## config.mk

```make
export PLATFORM = sky130hd
export DESIGN_NAME = fetch_stage
export DESIGN_NICKNAME = d
export VERILOG_FILES = /design/src/rtl/fetch_stage_pkg.sv /design/src/rtl/fetch_stage_program_counter.sv /design/src/rtl/fetch_stage.sv
export SDC_FILE = /design/constraint.sdc
export NUM_CORES = 1
export LEC_CHECK = 0
export BUFFER_PORTS_ARGS = -buffer_cell sky130_fd_sc_hd__buf_4
export CAP_MARGIN = 20
export CORE_AREA = 4 4 102 104
export CTS_BUF_LIST = sky130_fd_sc_hd__clkbuf_8
export DETAILED_ROUTE_END_ITERATION = 8
export DIE_AREA = 0 0 106 108
export PLACE_DENSITY = 0.81
export SYNTH_ARGS = -nofsm -noshare
export SYNTH_HDL_FRONTEND = slang
export SYNTH_SLANG_ARGS = --single-unit
```

## constraint.sdc

```tcl
create_clock -name Clk -period 2.44 [get_ports Clk]
set_clock_uncertainty 0.2 [all_clocks]
set_input_delay 0.488 -clock Clk [delete_from_list [all_inputs] [get_ports Clk]]
set_output_delay 0.488 -clock Clk [all_outputs]
set_load 0.05 [all_outputs]
```

## src/rtl/fetch_stage_pkg.sv

```systemverilog
// Shared types and constants for the instruction fetch stage.
package fetch_stage_pkg;

    localparam int          WORD_W           = 32;
    localparam logic [31:0] NOP_WORD_DEFAULT = 32'h0000_0000;

    typedef enum logic [1:0] {
        BOOT   = 2'd0,
        RUN    = 2'd1,
        HALTED = 2'd2
    } fetch_state_t;

    typedef struct packed {
        logic [WORD_W-1:0] instr;
        logic [WORD_W-1:0] pc_plus4;
        logic              valid;
    } ifid_t;

    // Forces word alignment on any address headed for the PC.
    function automatic logic [WORD_W-1:0] word_align(input logic [WORD_W-1:0] a);
        return a & ~(WORD_W'(3));
    endfunction

endpackage

```

## src/rtl/fetch_stage_program_counter.sv

```systemverilog
// PC register: synchronous reset to RESET_PC, load enable, always word aligned.
module program_counter
    import fetch_stage_pkg::*;
#(
    parameter logic [WORD_W-1:0] RESET_PC = 32'h0000_0000
) (
    input  logic              Clk,
    input  logic              Reset,
    input  logic              Load,
    input  logic [WORD_W-1:0] NextPc,
    output logic [WORD_W-1:0] Pc
);

    always_ff @(posedge Clk) begin
        if (Reset)
            Pc <= word_align(RESET_PC);
        else if (Load)
            Pc <= word_align(NextPc);
    end

endmodule

```

## src/rtl/fetch_stage.sv

```systemverilog
// Instruction fetch stage: BOOT/RUN/HALTED control, PC sequencing and the IF/ID register.
module fetch_stage
    import fetch_stage_pkg::*;
#(
    parameter logic [WORD_W-1:0] RESET_PC = 32'h0000_0000,
    parameter logic [WORD_W-1:0] NOP_WORD = NOP_WORD_DEFAULT
) (
    input  logic              Clk,
    input  logic              Reset,
    input  logic              Stall,
    input  logic              Redirect,
    input  logic [WORD_W-1:0] RedirectTarget,
    input  logic              Halt,
    output logic [WORD_W-1:0] InstrAddress,
    input  logic [WORD_W-1:0] Instruction,
    output logic [WORD_W-1:0] IFID_Instruction,
    output logic [WORD_W-1:0] IFID_PCPlus4,
    output logic              IFID_Valid,
    output logic [1:0]        FetchState
);

    fetch_state_t      state, state_next;
    logic [WORD_W-1:0] pc, pc_plus4, pc_next;
    logic              pc_load;
    ifid_t             ifid, ifid_next;
    logic              ifid_load;

    program_counter #(.RESET_PC(RESET_PC)) u_pc (
        .Clk    (Clk),
        .Reset  (Reset),
        .Load   (pc_load),
        .NextPc (pc_next),
        .Pc     (pc)
    );

    // Modulo-2^32 increment: 0xFFFF_FFFC rolls over to 0.
    assign pc_plus4 = pc + WORD_W'(4);

    always_ff @(posedge Clk) begin
        if (Reset)
            state <= BOOT;
        else
            state <= state_next;
    end

    // A flush (boot, halt, redirect) leaves PCPlus4 as-is; only instr/valid are meaningful.
    always_comb begin
        state_next         = state;
        pc_load            = 1'b0;
        pc_next            = pc_plus4;
        ifid_load          = 1'b0;
        ifid_next.instr    = NOP_WORD;
        ifid_next.pc_plus4 = ifid.pc_plus4;
        ifid_next.valid    = 1'b0;
        case (state)
            BOOT: begin
                state_next = RUN;
                ifid_load  = 1'b1;
            end
            RUN: begin
                if (Halt) begin
                    state_next = HALTED;
                    ifid_load  = 1'b1;
                end else if (Redirect) begin
                    pc_load   = 1'b1;
                    pc_next   = RedirectTarget;
                    ifid_load = 1'b1;
                end else if (!Stall) begin
                    pc_load            = 1'b1;
                    ifid_load          = 1'b1;
                    ifid_next.instr    = Instruction;
                    ifid_next.pc_plus4 = pc_plus4;
                    ifid_next.valid    = 1'b1;
                end
            end
            HALTED: ;
            default: state_next = BOOT;
        endcase
    end

    always_ff @(posedge Clk) begin
        if (Reset) begin
            ifid.instr    <= NOP_WORD;
            ifid.pc_plus4 <= '0;
            ifid.valid    <= 1'b0;
        end else if (ifid_load) begin
            ifid <= ifid_next;
        end
    end

    assign InstrAddress     = pc;
    assign IFID_Instruction = ifid.instr;
    assign IFID_PCPlus4     = ifid.pc_plus4;
    assign IFID_Valid       = ifid.valid;
    assign FetchState       = state;

endmodule

```

Word-level counts from Yosys, hierarchy flattened
Index checks and enable logic that the tools add are counted.
W data, S select, Z words.
{ "classes": {"add_sub_neg": 1, "n_eq_ne": 3, "muxes": 15, "bitwise_logic": 4, "n_reduce_logical": 3} }
{ "ops": {"columns": ["cell", "n"], "rows": [
  ["$mux W65", 4],
  ["$mux W32", 3],
  ["$add A32 B3 Y32 const B", 1],
  ["$pmux W2 S3", 1],
  ["$mux W1", 5],
  ["$reduce_and A5 Y1", 1],
  ["$not A1 Y1", 4],
  ["$eq A2 B1 Y1 const B", 1],
  ["$eq A2 B2 Y1 const B", 1],
  ["$logic_not A2 Y1", 1],
  ["$mux W2", 1],
  ["$ne A2 B2 Y1 const B", 1],
  ["$pmux W1 S2", 1],
  ["$reduce_and A2 Y1", 1]
]} }
{ "word_totals": {"ff_bits": 97, "inputBits": 69, "output_inout_bits": 99, "word_cells": 31} }

Depth between registers and ports, before layout
{ "logic_depth": {"depth_word": 5, "mapped_depth": 8, "depth_no_buf": 6} }

Cells and area by module
From an unflattened synthesis, not the netlist that was laid out.
{ "hier_totals": {"cells_unflattened": 502, "hier_area_um2": 4466.8} }
{ "by_module_without_submodules": {"columns": ["module", "instances", "cells_per_inst", "area_per_inst_um2", "seq_area_each_um2"], "rows": [
  ["fetch_stage", 1, 402, 3352.0, 1341.3],
  ["program_counter", 1, 100, 1114.8, 600.6]
]} }

Least setup slack after synthesis
Ideal clock, no wire load.
{ "synth_path": {"path_type": "register -> register", "from": "register u_pc.Pc[4]", "to": "register u_pc.Pc[28]", "arrival_ns": 2.509, "slack_ns": -0.344, "stages_incl_launch_ff": 8, "synth_period_minus_slack_ns": 2.784, "cell_sequence": "dfxtp_1 > buf_2 > and4_1 > clkbuf_1 > nand4_1 > or4_4 > or3_1 > a31oi_1"} }
{ "synth_between": {"elab_chain_len": 4} }
{ "synth_lines": {"columns": ["item", "line", "source"], "rows": [
  ["start, declared", "fetch_stage_program_counter.sv:11", "output logic [WORD_W-1:0] Pc"],
  ["start signal, assigned", "fetch_stage_program_counter.sv:16", "Pc <= word_align(RESET_PC);"],
  ["start signal, assigned", "fetch_stage_program_counter.sv:18", "Pc <= word_align(NextPc);"],
  ["$add A32 B3 Y32 (*)", "fetch_stage.sv:37", "assign pc_plus4 = pc + WORD_W'(4);"],
  ["$mux W32", "fetch_stage.sv:64", "end else if (Redirect) begin"],
  ["$mux W32", "fetch_stage.sv:61", "if (Halt) begin"],
  ["$mux W32 (*)", "fetch_stage.sv:55", "case (state)"]
]} }
Every way passes the cells marked *; elsewhere a longest branch is shown, timed or not.
A chain may end at the register's enable or synchronous reset.

Worst setup path in the final report
{ "layout_path": {"from": "register u_pc.Pc[14]", "to": "register u_pc.Pc[28]"} }
The elaborated chain is that of the path after synthesis.

==> impl_results.rst <==
.. list-table::
   :header-rows: 1

   * - Metric
     - Value
   * - Worst min-delay path category
     - in2reg
   * - Total number of clock tree sinks
     - 95
   * - Layout cells sized above 1
     - 35.5%
   * - Maximum clock frequency
     - 423 MHz
   * - Count of cells resized by post-cts repair
     - 0
   * - Final-stage net count
     - 742
   * - CTS root buf
     - sky130_fd_sc_hd__clkbuf_8
   * - Core ar.
     - 9550 um^2
   * - Outcome
     - finished clean
   * - Post-CTS Setup Bufs
     - 0
   * - Router iterations before antenna repair
     - 5
   * - Area fraction of the dominant cell type after synthesis
     - 44.2%
   * - Share of the cycle needed by the critical path after routing
     - 96.9%
   * - Die extent in y
     - 108 um
   * - Netlist Area Pre-Place
     - 4300 um^2
   * - Count leader, synth
     - sky130_fd_sc_hd__dfxtp_1
   * - Clock latency reported for the late side of the worst-skew pair
     - 0.36 ns
   * - Initial antenna violation count
     - 0
   * - Leading register cell type out of synthesis
     - sky130_fd_sc_hd__dfxtp_1
   * - WHS
     - 0.130 ns
   * - Finished Layout Cells
     - 809
   * - Total number of yosys warnings
     - 0
   * - Post-cts hold buffer count
     - 0
   * - Class of the most critical setup path
     - reg2reg
   * - Vias per inst
     - 5.67
   * - Period minus WS final
     - 2.36 ns
   * - Mean routed wirelength per cell
     - 17.1 um
   * - Width of the chip
     - 106 um
   * - Total leakage power
     - 0.00240 uW
   * - Clock tree from TritonCTS
     - built
   * - Gp weighted congestion
     - 0.922
   * - Synthesized area divided by synthesized cell count
     - 8.36 um^2
   * - Detail Route Antenna Nets
     - 0
   * - Slew @ Worst Pin
     - 0.887 ns
   * - Fin worst setup slack
     - 0.0759 ns
   * - Final antenna diode count
     - 0
   * - Initial core utilization
     - 45.1%
   * - Max clock buf depth
     - 2
   * - Headroom to the max-slew limit
     - 40.5%
   * - Final count of hold timing violations
     - 0
   * - Logic depth of the worst register-to-register path
     - 5
   * - Max-cap violation count
     - 0
   * - Cell Count Post-Placement
     - 794
   * - GR Overflow Total
     - 0
   * - Final Max Tran Viols
     - 0
   * - Number of buffers inserted during clock tree synthesis
     - 9
   * - Async set-reset flop share out of synthesis
     - 0%
   * - Top-Level Pins
     - 168
   * - Detailed Route WL
     - 13.9 mm
   * - Pin count of the biggest net entering global routing
     - 46
   * - Input/output buffers
     - 161
   * - Dpl ws
     - 0.0444 ns
   * - Type of element capturing the critical path
     - register
   * - Number of remaining DRC errors
     - 0
   * - Via count of the first global-routing pass
     - 4564
   * - RSZ-0062 raised after global routing
     - false
   * - Number of enable-type register cells in the synthesized netlist
     - 0
   * - Post-DP HPWL
     - 10.0 mm
   * - Peak ir drop on the vdd network
     - 0.263 mV
   * - Number of rows in the core area
     - 36
   * - Area growth from synthesis to layout
     - 40.0%
   * - Critical path startpoint category
     - register
   * - # setup viols final
     - 0
   * - Most numerous cell types in the synthesized netlist
     - 95 x sky130_fd_sc_hd__dfxtp_1, 63 x sky130_fd_sc_hd__nor2_1, 38 x sky130_fd_sc_hd__a22oi_1, 38 x sky130_fd_sc_hd__o21ai_0, 35 x sky130_fd_sc_hd__a21oi_1
   * - Global-route wire length before repair
     - 22.0 mm
   * - Iter 0 DRT Violations
     - 296
   * - CP Max Fanout
     - 7
   * - Sequential area share after synthesis
     - 44.2%
   * - Power density over the cells
     - 539 nW/um^2
   * - Reg clk slew, reported paths
     - 0.09 ns
   * - Setup TNS Final
     - 0 ns
   * - H-tree lvl count
     - 3
   * - Die Outline Area
     - 11400 um^2
   * - Register bit total from synthesis
     - 95
   * - Vias
     - 4591
   * - Min-Delay Path Depth
     - 2
   * - Netlist cell types
     - 52
   * - Gr usage total
     - 23.9%
   * - Post-synthesis cell type with the largest combined area
     - sky130_fd_sc_hd__dfxtp_1
   * - CP Data Required Time
     - 2.53 ns
   * - Most area-consuming cells after synthesis
     - sky130_fd_sc_hd__dfxtp_1 44%, sky130_fd_sc_hd__a22oi_1 6.6%, sky130_fd_sc_hd__nor2_1 5.5%
   * - Worst EP arrival
     - 2.46 ns
   * - Synth Instances
     - 515
[logic make-up (layout without fill, tap and decap cells)]
logic type,Yosys count,after routing,synth area share [%]
adders and majority gates,1,1,0.291
other,1,4,0.0872
AOI/OAI and AO/OA,160,160,24.2
and+or+nand+nor,175,175,20.3
buffers and inverters,56,214,5.41
muxes,1,1,0.233
xor gates and xnor gates,26,26,5.29
DFF,95,95,44.2
[where the power goes]
group	switching (uW)	internal, uW
Combinational	348	206
Clock	533	521
Sequential	54.9	1590
[final cells by class]
| class | count | area, um^2 |
|---|---|---|
| Clock buffer | 11 | 151 |
| Clock inverter | 4 | 47.5 |
| Fill cell | 809 | 3520 |
| Inverter | 11 | 41.3 |
| Multi-Input combinational cell | 367 | 2200 |
| Sequential cell | 95 | 1960 |
| Tap cell | 133 | 166 |
| Timing Repair Buffer | 188 | 1460 |
[path summary, 6_finish.rpt]
path / startpoint / endpoint / slack, ns
max: u_pc.Pc[14] / u_pc.Pc[28] / 0.08
min: Halt / FetchState[0] / 0.13
max reg2reg: u_pc.Pc[14] / u_pc.Pc[28] / 0.08
min reg2reg: IFID_PCPlus4[7] / IFID_PCPlus4[7] / 0.26
[metal layers]
| layer | global-route usage, % | wire, um |
|---|---|---|
| met4 | 14.1 | 500 |
| met3 | 7.88 | 1390 |
| met2 | 38.8 | 6500 |
| met5 | 0 | 0 |
| met1 | 27.8 | 5480 |
[critical path: stages, from the launching register on]
cell                      delay [ns]
sky130_fd_sc_hd__dfxtp_2        0.41
sky130_fd_sc_hd__nand3_1        0.19
sky130_fd_sc_hd__or4_4          0.54
sky130_fd_sc_hd__or4_4          0.46
sky130_fd_sc_hd__or3_1          0.31
sky130_fd_sc_hd__a31oi_1        0.17
[stage by stage]
| stage | power (uW) | area [um^2] | util, % |
|---|---|---|---|
| 4_1_cts | 3280 | 6010 | 63.0 |
| 2_1_floorplan | 2000 | 4380 | - |
| 6_report | 3250 | 6030 | 63.1 |
| 3_5_place_dp | 2230 | 5820 | 60.9 |
| 3_3_place_gp | 2220 | 5820 | 60.9 |
| 5_1_grt | 3380 | 6030 | 63.1 |
[registers in the layout, indices dropped and copies added, names as in the netlist]
register	flops
IFID_Instruction	32
FetchState	2
IFID_Valid	1
u_pc.Pc	30
IFID_PCPlus4	30
[placed cells by master, fill, tap and decap left out, drive strengths merged, types with 3 or more instances in the layout]
| cell type | instances |
|---|---|
| nor4 | 8 |
| xnor2 | 19 |
| and3 | 8 |
| o21ai | 39 |
| nor2 | 64 |
| a22oi | 38 |
| or2 | 3 |
| inv | 12 |
| conb | 4 |
| xor2 | 7 |
| a211oi | 21 |
| or3 | 4 |
| a31oi | 4 |
| nand4 | 9 |
| a311oi | 7 |
| a21oi | 35 |
| buf | 188 |
| nand3 | 14 |
| dfxtp | 95 |
| clkbuf | 11 |
| nand2 | 32 |
| nor3 | 18 |
Power figures use the tool's default switching activity.
